==> src/rtl/yuv422_to_rgb.sv <==
// rtl/yuv422_to_rgb.sv - YUV422 word unpacker to two RGB888 pixels, two-stage pipeline
//
// Ports:
//   CLK      sole clock, rising edge
//   RESET    asynchronous active-high reset
//   S_DATA   packed word {Y1,U1,Y2,V2}
//   S_VALID  S_DATA valid
//   S_READY  word can be accepted this cycle
//   S_USER   start-of-frame flag of the word
//   S_LAST   last word of the line
//   M_DATA   pixel {R,G,B}
//   M_VALID  M_DATA valid
//   M_READY  downstream accepts the pixel
//   M_USER   start-of-frame, pixel0 of an S_USER word only
//   M_LAST   end-of-line, pixel1 of an S_LAST word only
module yuv422_to_rgb #(
    parameter int DATA_WIDTH_YUV = 32,
    parameter int DATA_WIDTH_RGB = 8
) (
    input  logic                        CLK,
    input  logic                        RESET,
    input  logic [DATA_WIDTH_YUV-1:0]   S_DATA,
    input  logic                        S_VALID,
    output logic                        S_READY,
    input  logic                        S_USER,
    input  logic                        S_LAST,
    output logic [3*DATA_WIDTH_RGB-1:0] M_DATA,
    output logic                        M_VALID,
    input  logic                        M_READY,
    output logic                        M_USER,
    output logic                        M_LAST
);

    typedef enum logic [1:0] {EMPTY, PIX0, PIX1} state_t;

    state_t state;

    logic [31:0] hold_data;
    logic        hold_user;
    logic        hold_last;
    logic        hold_valid;
    logic        phase;

    logic        adv;
    logic        accept;

    logic        s1_valid;
    logic        s1_user;
    logic        s1_last;
    logic [7:0]  s1_y;
    logic signed [19:0] s1_pr;
    logic signed [19:0] s1_pg;
    logic signed [19:0] s1_pb;

    logic [7:0]  y_sel;
    logic signed [19:0] d;
    logic signed [19:0] e;
    logic signed [19:0] pr_c;
    logic signed [19:0] pg_c;
    logic signed [19:0] pb_c;

    logic signed [19:0] r_w;
    logic signed [19:0] g_w;
    logic signed [19:0] b_w;

    assign hold_valid = (state != EMPTY);
    assign phase      = (state == PIX1);

    // Whole pipeline moves together whenever the output register is free.
    assign adv     = !M_VALID || M_READY;
    // Taking a new word while pixel1 leaves the hold register avoids a bubble.
    assign S_READY = !RESET && (!hold_valid || (phase && adv));
    assign accept  = S_VALID && S_READY;

    function automatic logic [7:0] clamp8(input logic signed [19:0] v);
        if (v[19])
            clamp8 = 8'd0;
        else if (v > 20'sd255)
            clamp8 = 8'd255;
        else
            clamp8 = v[7:0];
    endfunction

    // Chroma is shared by both pixels; only luma follows the phase.
    always_comb begin
        y_sel = phase ? hold_data[15:8] : hold_data[31:24];
        d     = $signed({12'd0, hold_data[23:16]}) - 20'sd128;
        e     = $signed({12'd0, hold_data[7:0]}) - 20'sd128;
        pr_c  = 20'sd359 * e;
        pg_c  = 20'sd88 * d + 20'sd183 * e;
        pb_c  = 20'sd454 * d;
    end

    // Arithmetic shift floors the scaled chroma term before clamping.
    always_comb begin
        r_w = $signed({12'd0, s1_y}) + (s1_pr >>> 8);
        g_w = $signed({12'd0, s1_y}) - (s1_pg >>> 8);
        b_w = $signed({12'd0, s1_y}) + (s1_pb >>> 8);
    end

    always_ff @(posedge CLK or posedge RESET) begin
        if (RESET) begin
            state     <= EMPTY;
            hold_data <= '0;
            hold_user <= 1'b0;
            hold_last <= 1'b0;
            s1_valid  <= 1'b0;
            s1_user   <= 1'b0;
            s1_last   <= 1'b0;
            s1_y      <= '0;
            s1_pr     <= '0;
            s1_pg     <= '0;
            s1_pb     <= '0;
            M_VALID   <= 1'b0;
            M_DATA    <= '0;
            M_USER    <= 1'b0;
            M_LAST    <= 1'b0;
        end else begin
            if (accept) begin
                hold_data <= S_DATA;
                hold_user <= S_USER;
                hold_last <= S_LAST;
            end

            case (state)
                EMPTY: if (accept) state <= PIX0;
                PIX0:  if (adv) state <= PIX1;
                PIX1:  if (adv) state <= accept ? PIX0 : EMPTY;
                default: state <= EMPTY;
            endcase

            if (adv) begin
                s1_valid <= hold_valid;
                s1_user  <= hold_valid && hold_user && !phase;
                s1_last  <= hold_valid && hold_last && phase;
                s1_y     <= y_sel;
                s1_pr    <= pr_c;
                s1_pg    <= pg_c;
                s1_pb    <= pb_c;

                M_VALID  <= s1_valid;
                M_USER   <= s1_valid && s1_user;
                M_LAST   <= s1_valid && s1_last;
                M_DATA   <= s1_valid ? {clamp8(r_w), clamp8(g_w), clamp8(b_w)} : '0;
            end
        end
    end

endmodule

==> config.mk <==
export PLATFORM = sky130hd
export DESIGN_NAME = yuv422_to_rgb
export DESIGN_NICKNAME = d
export VERILOG_FILES = /design/src/rtl/yuv422_to_rgb.sv
export SDC_FILE = /design/constraint.sdc
export NUM_CORES = 1
export LEC_CHECK = 0
export ABC_AREA = 1
export BUFFER_PORTS_ARGS = -buffer_cell sky130_fd_sc_hd__buf_2
export CORE_ASPECT_RATIO = 2
export CORE_MARGIN = 2
export CORE_UTILIZATION = 50
export CTS_BUF_LIST = sky130_fd_sc_hd__clkbuf_16
export CTS_CLUSTER_DIAMETER = 30
export DETAILED_ROUTE_END_ITERATION = 7
export PLACE_DENSITY = 0.67
export SLEW_MARGIN = 20
export SYNTH_ARGS = -nofsm -noshare
export SYNTH_HDL_FRONTEND = slang
export SYNTH_SLANG_ARGS = --single-unit
==> constraint.sdc <==
create_clock -name CLK -period 7.4 [get_ports CLK]
set_input_delay 1.48 -clock CLK [delete_from_list [all_inputs] [get_ports CLK]]
set_output_delay 1.48 -clock CLK [all_outputs]
set_load 0.05 [all_outputs]
==> results_dict.tcl <==
set metrics [dict create \
    grt_max_degree 70 \
    ys.flop_type "dfrtp_1" \
    post_cts_buffers 0 \
    diodes 0 \
    min_path_type "register to register" \
    finalHoldViolCount 0 \
    layout_common_cells "nand2_1 (318), inv_1 (263), ha_1 (182)" \
    place_area_um2 12000 \
    drive_gt1_frac 0.0911 \
    grt_pass1_vias 9475 \
    ys_warn_count 0 \
    avgSynthCellArea_um2 7.98 \
    cts_buffer_depth 2 \
    cp_max_fo 7 \
    cts_root_buf "clkbuf_16" \
    finalMaxSlewViolations 0 \
    critPathTopFamily "adder cells" \
    max_freq_mhz 192 \
    tightest_slew_ns 1.01 \
    setup_viol 0 \
    skew_ns 0.0145 \
    design_area_um2 12300 \
    ant_nets 0 \
    detailed_place_hpwl_mm 22.3 \
    final_nets 1778 \
    io_pins 66 \
    placementRows 78 \
    rsz0062_at_grt "false" \
    grt_pass1_wl_mm 44.9 \
    yosysTopAreaCell "dfrtp_1" \
    synth_edf_count 0 \
    fp.coreArea_um2 22500 \
    grt.overflow.total 0 \
    route.vias.total 9256 \
    critical_path_class "register to register" \
    cap_viol_max_count 0 \
    wl_per_cell_um 15.1 \
    hold_start "M_DATA[2]" \
    synth.area.top_cells "dfrtp_1 (24%), ha_1 (20%), fa_1 (12%)" \
    worstRegToRegCells 22 \
    mostFrequentLayoutCell "nand2_1" \
    path_buf_inv 3 \
    worst_setup_path_end_kind "register" \
    synthCells 1427 \
    die-height_um 217 \
    synthArstFlopShare 1.00 \
    fin_crit_sh 0.702 \
    ys_seq_area_frac 0.235 \
    synth_cell_type_count 45 \
    final_util 0.545 \
    track_usage 0.234 \
    area_growth_pct 7.89 \
    htree_levels 3 \
    syn_area_um2 11400 \
    cpPeakStageDelay_ns 0.54 \
    hold_depth 2 \
    startpoint_type "register" \
    vias_per_cell 5.22 \
    worstPathRequired_ns 7.63 \
    timing.rr.start "hold_data[17]" \
    crit_chain "ha_1 -> fa_1 -> ha_1 -> nand3_1 -> nand2_1 -> a21oi_1 -> o21ai_0 -> xor2_1 -> inv_1 -> ha_1 -> inv_1 -> fa_1 -> fa_1 -> inv_1 -> ha_1 -> nand2_1 -> o21ai_0 -> nand2_1 -> nand3_1 -> nand2_1 -> nand3_1 -> o21ai_0" \
    slew_headroom 0.327 \
    antenna_found_initial 0 \
    slowest_stage "fa_1" \
    synth_top_area_frac 0.235 \
    clk_pin_slew_worst_paths_ns 0.08 \
    drc 0 \
    status "complete, no violations" \
    wl_mm 26.9 \
    cts_tree "done" \
    die_width_um 111 \
    synth-seq-cells 107 \
    initial_core_util 0.505 \
    r2r_slack_ns 2.20 \
    min_to "M_DATA[2]" \
    post-route-min-period_ns 5.20 \
    dpl.cell_count 1758 \
    r2r_end "s1_pg[16]" \
    cp.arrival_ns 5.43 \
    cts_sinks 107 \
    cts-resized-gates 0 \
    hold_buffers 0 \
    gp_congestion 0.941 \
    cts_made_buffers 9 \
    drtPass1Iterations 5 \
    clk_latency_ns 0.39 \
    fin_setup_tns_ns 0 \
    drtIter0Drc 364 \
    syn_nets 1716 \
    final_cells 1773 \
    dieArea_um2 24100 \
    numPortBuffers 65 \
]
[state kept, by name, indices dropped and copies added, names as in the netlist, 2 cells and up]
register and flops:
s1_pb 11, hold_data 32, state 2, s1_pg 11
s1_pr 11, M_DATA 24, s1_y 8
[worst min-delay path, delay by kind of cell (launching register included)]
family / cells / cell delay (ns)
AND/OR/NAND/NOR: 2 / 0.10
flip-flops: 1 / 0.34
[metal layers]
metal,track usage,vias to the layer above,routed length [um]
met5,0,-,0
met4,0.132,0,1440
met3,0.0278,72,589
met2,0.454,182,14900
met1,0.237,4321,9940
li1,-,4681,-
[cell usage after synthesis, types with 3 or more instances]
cell	number
a21o_1	5
nand2_2	13
ha_1	182
a31oi_1	13
xnor2_1	16
clkbuf_1	10
a21oi_1	77
inv_2	6
buf_4	3
nand2_4	4
or2_2	9
nor2_4	3
nand2_1	318
nand3_2	6
o21ai_0	47
mux2_1	18
o21ai_1	4
o31ai_1	3
nand3b_1	4
nand3_1	105
nor3_1	5
nor2_1	70
nand4_1	14
inv_1	264
dfrtp_1	107
xor2_1	21
fa_1	69
o21bai_1	8
[worst max path at each step]
stage	cells after the start	slack [ns]	endpoint	from
after floorplan	24	2.71	s1_pg[18]	hold_data[17]
after global placement	24	2.23	s1_pg[18]	hold_data[17]
after detailed placement	24	2.22	s1_pg[18]	hold_data[17]
after CTS	24	2.20	s1_pg[18]	hold_data[17]
after global routing	22	1.82	s1_pg[16]	hold_data[17]
final	22	2.20	s1_pg[16]	hold_data[17]
[cell families after synthesis]
| kind of cell | Yosys count | synth area share |
|---|---|---|
| compound gates | 167 | 0.0837 |
| xor+xnor | 37 | 0.0284 |
| fa+ha+maj | 251 | 0.321 |
| buf+inv | 289 | 0.0977 |
| flops | 107 | 0.235 |
| mux | 19 | 0.0188 |
| simple gates | 557 | 0.215 |
[area by class of cell]
cell class / count / area (um^2)
Timing Repair Buffer: 69 / 355
Clock inverter: 6 / 61.3
Tap cell: 280 / 350
Clock buffer: 9 / 225
Fill cell: 2210 / 10300
Inverter: 271 / 1020
Sequential cell: 107 / 2680
Multi-Input combinational cell: 1031 / 7600
[through the flow]
step	hold WS, ns	setup slack (ns)
after CTS	0.481	2.20
after global routing	0.496	1.82
after global placement	0.453	2.23
after detailed placement	0.462	2.22
final	0.476	2.20
after floorplan	0.435	2.71
Power is left out: the tool's default activity adds up to more than one toggle a clock period on the data nets, which glitch-free logic cannot reach.
